===== src/rtl/fetch_pkg.sv =====
// Shared types and constants for the instruction fetch controller.
package fetch_pkg;

  typedef enum logic [1:0] {
    RUN   = 2'd0,
    STALL = 2'd1,
    END   = 2'd2
  } fetch_state_e;

  localparam logic [31:0] RV_NOP = 32'h00000013;

endpackage


===== src/rtl/fetch_iq.sv =====
// Circular instruction queue of {inst, pc}: pushes 0..FW consecutive words per
// cycle, pops at most one, flush empties it in a single cycle.
module fetch_iq
  import fetch_pkg::*;
#(
  parameter int DEPTH = 8,
  parameter int FW    = 4,
  parameter int WW    = 32,
  parameter int AW    = 5,
  localparam int CW   = $clog2(DEPTH + 1),
  localparam int NW   = $clog2(FW + 1)
) (
  input  logic                  clk,
  input  logic                  rst_n,
  input  logic                  flush,
  input  logic [NW-1:0]         push_cnt,
  input  logic [FW-1:0][WW-1:0] push_inst,
  input  logic [AW-1:0]         push_pc,
  input  logic                  pop,
  output logic [WW-1:0]         head_inst,
  output logic [AW-1:0]         head_pc,
  output logic                  empty,
  output logic [CW-1:0]         count
);

  localparam int PW = (DEPTH > 1) ? $clog2(DEPTH) : 1;

  logic [WW-1:0]              inst_mem [DEPTH];
  logic [AW-1:0]              pc_mem   [DEPTH];
  logic [PW-1:0]              rd_ptr_reg;
  logic [PW-1:0]              wr_ptr_reg;
  logic [CW-1:0]              count_reg;
  logic [DEPTH-1:0]           slot_we;
  logic [DEPTH-1:0][WW-1:0]   slot_inst;
  logic [DEPTH-1:0][AW-1:0]   slot_pc;
  logic                       pop_ok;

  // Each slot works out which word of the incoming batch (if any) lands in it.
  for (genvar gi = 0; gi < DEPTH; gi++) begin : g_slot
    logic [PW-1:0] offset;
    logic [WW-1:0] sel_inst;

    assign offset = PW'(gi) - wr_ptr_reg;

    always_comb begin
      sel_inst = push_inst[0];
      for (int k = 0; k < FW; k++) begin
        if (offset == PW'(k)) sel_inst = push_inst[k];
      end
    end

    assign slot_we[gi]   = 32'(offset) < 32'(push_cnt);
    assign slot_inst[gi] = sel_inst;
    assign slot_pc[gi]   = push_pc + AW'(offset);
  end

  always_ff @(posedge clk or negedge rst_n) begin
    if (!rst_n) begin
      for (int k = 0; k < DEPTH; k++) begin
        inst_mem[k] <= WW'(RV_NOP);
        pc_mem[k]   <= '0;
      end
    end else if (!flush) begin
      for (int k = 0; k < DEPTH; k++) begin
        if (slot_we[k]) begin
          inst_mem[k] <= slot_inst[k];
          pc_mem[k]   <= slot_pc[k];
        end
      end
    end
  end

  assign pop_ok = pop && (count_reg != '0);

  always_ff @(posedge clk or negedge rst_n) begin
    if (!rst_n) begin
      rd_ptr_reg <= '0;
      wr_ptr_reg <= '0;
      count_reg  <= '0;
    end else if (flush) begin
      rd_ptr_reg <= '0;
      wr_ptr_reg <= '0;
      count_reg  <= '0;
    end else begin
      wr_ptr_reg <= wr_ptr_reg + PW'(push_cnt);
      rd_ptr_reg <= rd_ptr_reg + PW'(pop_ok);
      count_reg  <= count_reg + CW'(push_cnt) - CW'(pop_ok);
    end
  end

  assign head_inst = inst_mem[rd_ptr_reg];
  assign head_pc   = pc_mem[rd_ptr_reg];
  assign empty     = (count_reg == '0);
  assign count     = count_reg;

endmodule


===== src/rtl/fetch_ctrl.sv =====
// Instruction fetch controller: batch fetch from icache into an instruction queue.
// Optional perf counters are built when FETCH_PERF_EN is defined.
module fetch_ctrl
  import fetch_pkg::*;
#(
  parameter int LINE_NUM       = 2,
  parameter int WORDS_PER_LINE = 16,
  parameter int WORD_WIDTH     = 32,
  parameter int FETCH_WIDTH    = 4,
  parameter int IQ_DEPTH       = 8,
  parameter int RESET_ADDR     = 0,
  localparam int TOTAL         = LINE_NUM * WORDS_PER_LINE,
  localparam int ADDR_W        = $clog2(TOTAL)
) (
  input  logic                                  clk,
  input  logic                                  rst_n,
  output logic [ADDR_W-1:0]                     fetch_addr,
  input  logic [FETCH_WIDTH-1:0][WORD_WIDTH-1:0] inst_batch,
  input  logic                                  redirect_valid,
  input  logic [ADDR_W-1:0]                     redirect_addr,
  output logic                                  out_valid,
  input  logic                                  out_ready,
  output logic [WORD_WIDTH-1:0]                 out_inst,
  output logic [ADDR_W-1:0]                     out_pc,
  output logic [31:0]                           stall_cycles,
  output logic [31:0]                           fetch_count
);

  localparam int CW  = $clog2(IQ_DEPTH + 1);
  localparam int NW  = $clog2(FETCH_WIDTH + 1);
  localparam int PW1 = ADDR_W + 1;
  localparam logic [PW1-1:0] TOTAL_P = PW1'(TOTAL);
  localparam logic [PW1-1:0] FW_P    = PW1'(FETCH_WIDTH);

  fetch_state_e       state_reg, state_next;
  logic [PW1-1:0]     ptr_reg, ptr_next;
  logic [ADDR_W-1:0]  fetch_addr_reg, fetch_addr_next;
  logic [PW1-1:0]     remaining;
  logic [PW1-1:0]     batch_n;
  logic [CW-1:0]      iq_count;
  logic [CW-1:0]      free_slots;
  logic               enq_ok;
  logic               iq_empty;
  logic               iq_flush;
  logic               iq_pop;
  logic [NW-1:0]      push_cnt;
  logic [WORD_WIDTH-1:0] head_inst;
  logic [ADDR_W-1:0]  head_pc;

  // Free space is judged on the pre-edge count, so a same-edge pop never helps.
  assign free_slots = CW'(IQ_DEPTH) - iq_count;
  assign enq_ok     = (free_slots >= CW'(FETCH_WIDTH));
  assign remaining  = TOTAL_P - ptr_reg;
  assign batch_n    = (remaining < FW_P) ? remaining : FW_P;

  always_ff @(posedge clk or negedge rst_n) begin
    if (!rst_n) begin
      state_reg      <= RUN;
      ptr_reg        <= PW1'(RESET_ADDR);
      fetch_addr_reg <= ADDR_W'(RESET_ADDR);
    end else begin
      state_reg      <= state_next;
      ptr_reg        <= ptr_next;
      fetch_addr_reg <= fetch_addr_next;
    end
  end

  always_comb begin
    state_next      = state_reg;
    ptr_next        = ptr_reg;
    fetch_addr_next = fetch_addr_reg;
    push_cnt        = '0;
    iq_flush        = 1'b0;
    if (redirect_valid) begin
      iq_flush        = 1'b1;
      state_next      = RUN;
      ptr_next        = {1'b0, redirect_addr};
      fetch_addr_next = redirect_addr;
    end else begin
      case (state_reg)
        RUN: begin
          if (ptr_reg >= TOTAL_P) begin
            state_next = END;
          end else if (enq_ok) begin
            push_cnt = NW'(batch_n);
            ptr_next = ptr_reg + batch_n;
            // Once the end is reached, fetch_addr keeps the last batch address.
            if (ptr_next >= TOTAL_P) state_next = END;
            else fetch_addr_next = ptr_next[ADDR_W-1:0];
          end else begin
            state_next = STALL;
          end
        end
        STALL: begin
          if (enq_ok) state_next = RUN;
        end
        END: begin
          state_next = END;
        end
        default: state_next = RUN;
      endcase
    end
  end

  assign iq_pop = out_ready && !iq_empty && !redirect_valid;

  fetch_iq #(
    .DEPTH (IQ_DEPTH),
    .FW    (FETCH_WIDTH),
    .WW    (WORD_WIDTH),
    .AW    (ADDR_W)
  ) u_iq (
    .clk       (clk),
    .rst_n     (rst_n),
    .flush     (iq_flush),
    .push_cnt  (push_cnt),
    .push_inst (inst_batch),
    .push_pc   (ptr_reg[ADDR_W-1:0]),
    .pop       (iq_pop),
    .head_inst (head_inst),
    .head_pc   (head_pc),
    .empty     (iq_empty),
    .count     (iq_count)
  );

  assign fetch_addr = fetch_addr_reg;
  assign out_valid  = !iq_empty;
  assign out_inst   = iq_empty ? '0 : head_inst;
  assign out_pc     = iq_empty ? '0 : head_pc;

`ifdef FETCH_PERF_EN
  logic [31:0] stall_cycles_reg;
  logic [31:0] fetch_count_reg;
  logic [32:0] fetch_sum;

  assign fetch_sum = {1'b0, fetch_count_reg} + 33'(push_cnt);

  always_ff @(posedge clk or negedge rst_n) begin
    if (!rst_n) begin
      stall_cycles_reg <= '0;
      fetch_count_reg  <= '0;
    end else begin
      if (state_reg == STALL && !redirect_valid && stall_cycles_reg != '1)
        stall_cycles_reg <= stall_cycles_reg + 32'd1;
      if (push_cnt != '0)
        fetch_count_reg <= fetch_sum[32] ? '1 : fetch_sum[31:0];
    end
  end

  assign stall_cycles = stall_cycles_reg;
  assign fetch_count  = fetch_count_reg;
`else
  assign stall_cycles = '0;
  assign fetch_count  = '0;
`endif

endmodule

===== config.mk =====
export PLATFORM = sky130hd
export DESIGN_NAME = fetch_ctrl
export DESIGN_NICKNAME = d
export VERILOG_FILES = /design/src/rtl/fetch_pkg.sv /design/src/rtl/fetch_iq.sv /design/src/rtl/fetch_ctrl.sv
export SDC_FILE = /design/constraint.sdc
export NUM_CORES = 1
export LEC_CHECK = 0
export CAP_MARGIN = 25
export CELL_PAD_IN_SITES_DETAIL_PLACEMENT = 2
export CELL_PAD_IN_SITES_GLOBAL_PLACEMENT = 2
export CORE_MARGIN = 3
export CORE_UTILIZATION = 35
export CTS_CLUSTER_DIAMETER = 150
export DETAILED_ROUTE_END_ITERATION = 7
export MAX_ROUTING_LAYER = met4
export PLACE_DENSITY = 0.84
export SLEW_MARGIN = 20
export SYNTH_ARGS = -nofsm -noshare
export SYNTH_HDL_FRONTEND = slang
export SYNTH_SLANG_ARGS = --single-unit
export TNS_END_PERCENT = 10

===== constraint.sdc =====
create_clock -name clk -period 4.88 [get_ports clk]
set_input_delay 0.976 -clock clk [delete_from_list [all_inputs] [get_ports clk]]
set_output_delay 0.976 -clock clk [all_outputs]
set_load 0.02 [all_outputs]

==> results.json <==
{
  "io_pins": 244,
  "seqPwrFrac_pct": 27.8,
  "die_h_um": 266,
  "area_growth_pct": 14.6,
  "fin_cells": 3708,
  "synth.cell_area_mm2": 0.0237,
  "power_leakage_nw": 10.6,
  "r2r-start": "ptr_reg[1]",
  "grt_max_degree": 106,
  "nNetsFinal": 3001,
  "post_drt_wl_per_cell_um": 30.0,
  "max_freq_mhz": 222,
  "final.setup.tns_ns": 0,
  "async_flop_share_pct": 100,
  "synth_edf_count": 0,
  "drt_iter0_drc": 2128,
  "synth.area.top_cells": "dfrtp_1 31%, mux4_2 7.0%, mux2i_1 7.0%",
  "clock-sinks": 319,
  "cp-startpoint": "ptr_reg[1]",
  "final.setup.worst_slack_ns": 0.373,
  "dp_hpwl_mm": 68.8,
  "worst_hold_slack_ns": 0.438,
  "slew_viol_final": 0,
  "clock_skew_ns": 0.0188,
  "total_power_mw": 17.8,
  "critPathArrivalTime_ns": 4.99,
  "worstRegToRegCells": 12,
  "power_density_mw_per_mm2": 654,
  "path_max_fanout": 30,
  "cts.clk_slew.worst_paths_ns": 0.06,
  "grt_pass1_vias": 27100,
  "internal-power_mw": 9.47,
  "rsz0062_at_grt": "false",
  "clk_latency_ns": 0.58,
  "num_rows": 94,
  "vdd_drop_max_uv": 429,
  "power.switching_mw": 8.29,
  "totalWireLength_mm": 111,
  "ctsResizeCount": 0,
  "gp_congestion": 0.843,
  "yosysTopAreaCell": "dfrtp_1",
  "cts_setup_buffers": 0,
  "syn_avg_cell_area_um2": 8.29,
  "r2r-end": "u_iq.inst_mem[203]",
  "power_frac_clock_pct": 18.3,
  "status": "finished clean",
  "htree_levels": 2,
  "swShare_pct": 46.7,
  "drv_cap": 0,
  "start_util_pct": 35.6,
  "ys_seq_elements": 319,
  "largest_reg_flops": 256,
  "cp-end-kind": "flop",
  "ctsLongestPathBuffers": 3,
  "drc": 0,
  "yosysUniqueCellTypes": 61,
  "drt-pass1-iter-count": 5,
  "hold_class": "in -> async",
  "die_w_um": 266,
  "final-hold-violation-count": 0,
  "track_usage_pct": 31.9,
  "cts_buffers": 41,
  "relSlewSlack_pct": 30.0,
  "portBuffers": 179,
  "ys.flop_type": "dfrtp_1",
  "overflow": 0,
  "cts_tree": "yes",
  "startpoint_type": "flop",
  "setup_violations": 0,
  "synth.most_common_cell": "nor2_1",
  "via_per_inst": 6.44,
  "num_vias": 23900,
  "ant_nets": 0,
  "post-place-ws_ns": 0.567,
  "synthTopCellsByCount": "349 x nor2_1, 333 x nand2_1, 307 x a21oi_1",
  "combPwrFrac_pct": 53.9,
  "yosysTopAreaCellShare_pct": 31.2,
  "r2r_slack_ns": 0.37,
  "drive_gt1_share_pct": 11.8,
  "finalCritPeriodShare_pct": 92.4,
  "cts_root_buf": "clkbuf_16",
  "die_area_mm2": 0.0708,
  "critical_path_class": "reg -> reg",
  "required_ns": 5.36,
  "core-area_mm2": 0.0665,
  "antenna_found_initial": 3,
  "synthCells": 2857,
  "ys_seq_area_share_pct": 33.8,
  "min_period_ns": 4.51,
  "cts_hold_buf": 0,
  "place_inst": 3628,
  "grt_pass1_wl_mm": 169,
  "ys_warn_count": 0,
  "worst_slew_pin_slew_ns": 1.05
}
-- metrics by stage --
stage               instance area, um2  util, %
finish                           27100     40.8
detailed placement               25700     38.7
global placement                 25700     38.7
global route                     27100     40.8
floorplan                        23900        -
CTS                              27100     40.8
-- critical path: stages, from the launching register on --
cell and delay (ns):
dfrtp_1 0.54, inv_1 0.31, ha_1 0.35, nor3b_1 0.31, a22oi_1 0.18, o21a_1 0.26
nand3b_1 0.41, ha_1 0.44, o21bai_1 0.51, a211o_1 0.24, buf_4 0.51, a21oi_1 0.09
a21oi_1 0.24
-- logic make-up (layout without fill, tap and decap cells) --
kind of cell             Yosys count  count (layout)  synth area share [%]
multiplexers                     247             247                  14.4
buffers and inverters            466             387                  9.21
adder cells (fa/ha/maj)           56              56                  3.15
AND/OR/NAND/NOR                  796             796                  13.6
AO/OA/AOI/OAI                    942             942                  24.7
other                              1              67                0.0158
flip-flops                       319             319                  33.8
XOR/XNOR                          30              30                  1.14
-- layer usage --
layer,track usage (%),up-vias,share of wire [%]
li1,-,9980,-
met1,37.3,12500,40
met2,52.3,1111,49
met3,5.50,349,6.8
met4,17.4,0,4.7
met5,-,-,0
-- power by group through the flow --
stage               clock, mW  combinational [mW]  sequential [mW]
global placement            0                8.67             4.76
floorplan                   0                6.02             4.51
global route             3.39                10.4             5.06
CTS                      3.29                9.47             4.90
finish                   3.26                9.57             4.94
detailed placement          0                9.30             4.91
-- final cells by class --
cell class	instances	area [um2]
clock buffers	58	1200
clock inverters	18	208
fillers	7298	39300
well taps	864	1080
inverters	58	218
repair buffers	253	2540
flip-flops and latches	319	8020
multi-input cells	2135	13900
diodes	3	7.51
-- placed cells by master, fill, tap and decap left out, types with 5 or more instances in the layout --
cell	synthesis	final
nor2_1	349	349
nand2_1	333	330
a21oi_1	307	307
dfrtp_1	295	291
o21ai_0	252	252
clkdlybuf4s50_1	0	178
mux2i_1	166	166
a211oi_1	130	130
mux4_2	74	74
a31oi_1	66	66
nand3_1	66	66
a311oi_1	64	64
conb_1	1	64
buf_4	76	59
inv_1	56	56
ha_1	50	43
clkbuf_16	0	43
o221a_2	42	42
o21ai_1	27	25
dfstp_2	24	24
o221ai_1	22	22
xor2_1	20	20
buf_12	0	15
nor2b_1	16	12
xnor2_1	9	9
clkinv_2	0	8
clkbuf_1	241	8
a21o_1	7	7
mux2_2	7	7
clkbuf_8	0	7
nor3_1	7	6
fa_1	6	6
ha_2	0	6
nor2b_4	0	5
-- how the worst max path moves through the flow --
stage,to
after floorplan,u_iq.pc_mem[5]
after global placement,u_iq.inst_mem[249]
after detailed placement,u_iq.inst_mem[107]
after CTS,u_iq.inst_mem[203]
after global routing,u_iq.inst_mem[211]
final,u_iq.inst_mem[203]
Power figures use the tool's default switching activity.
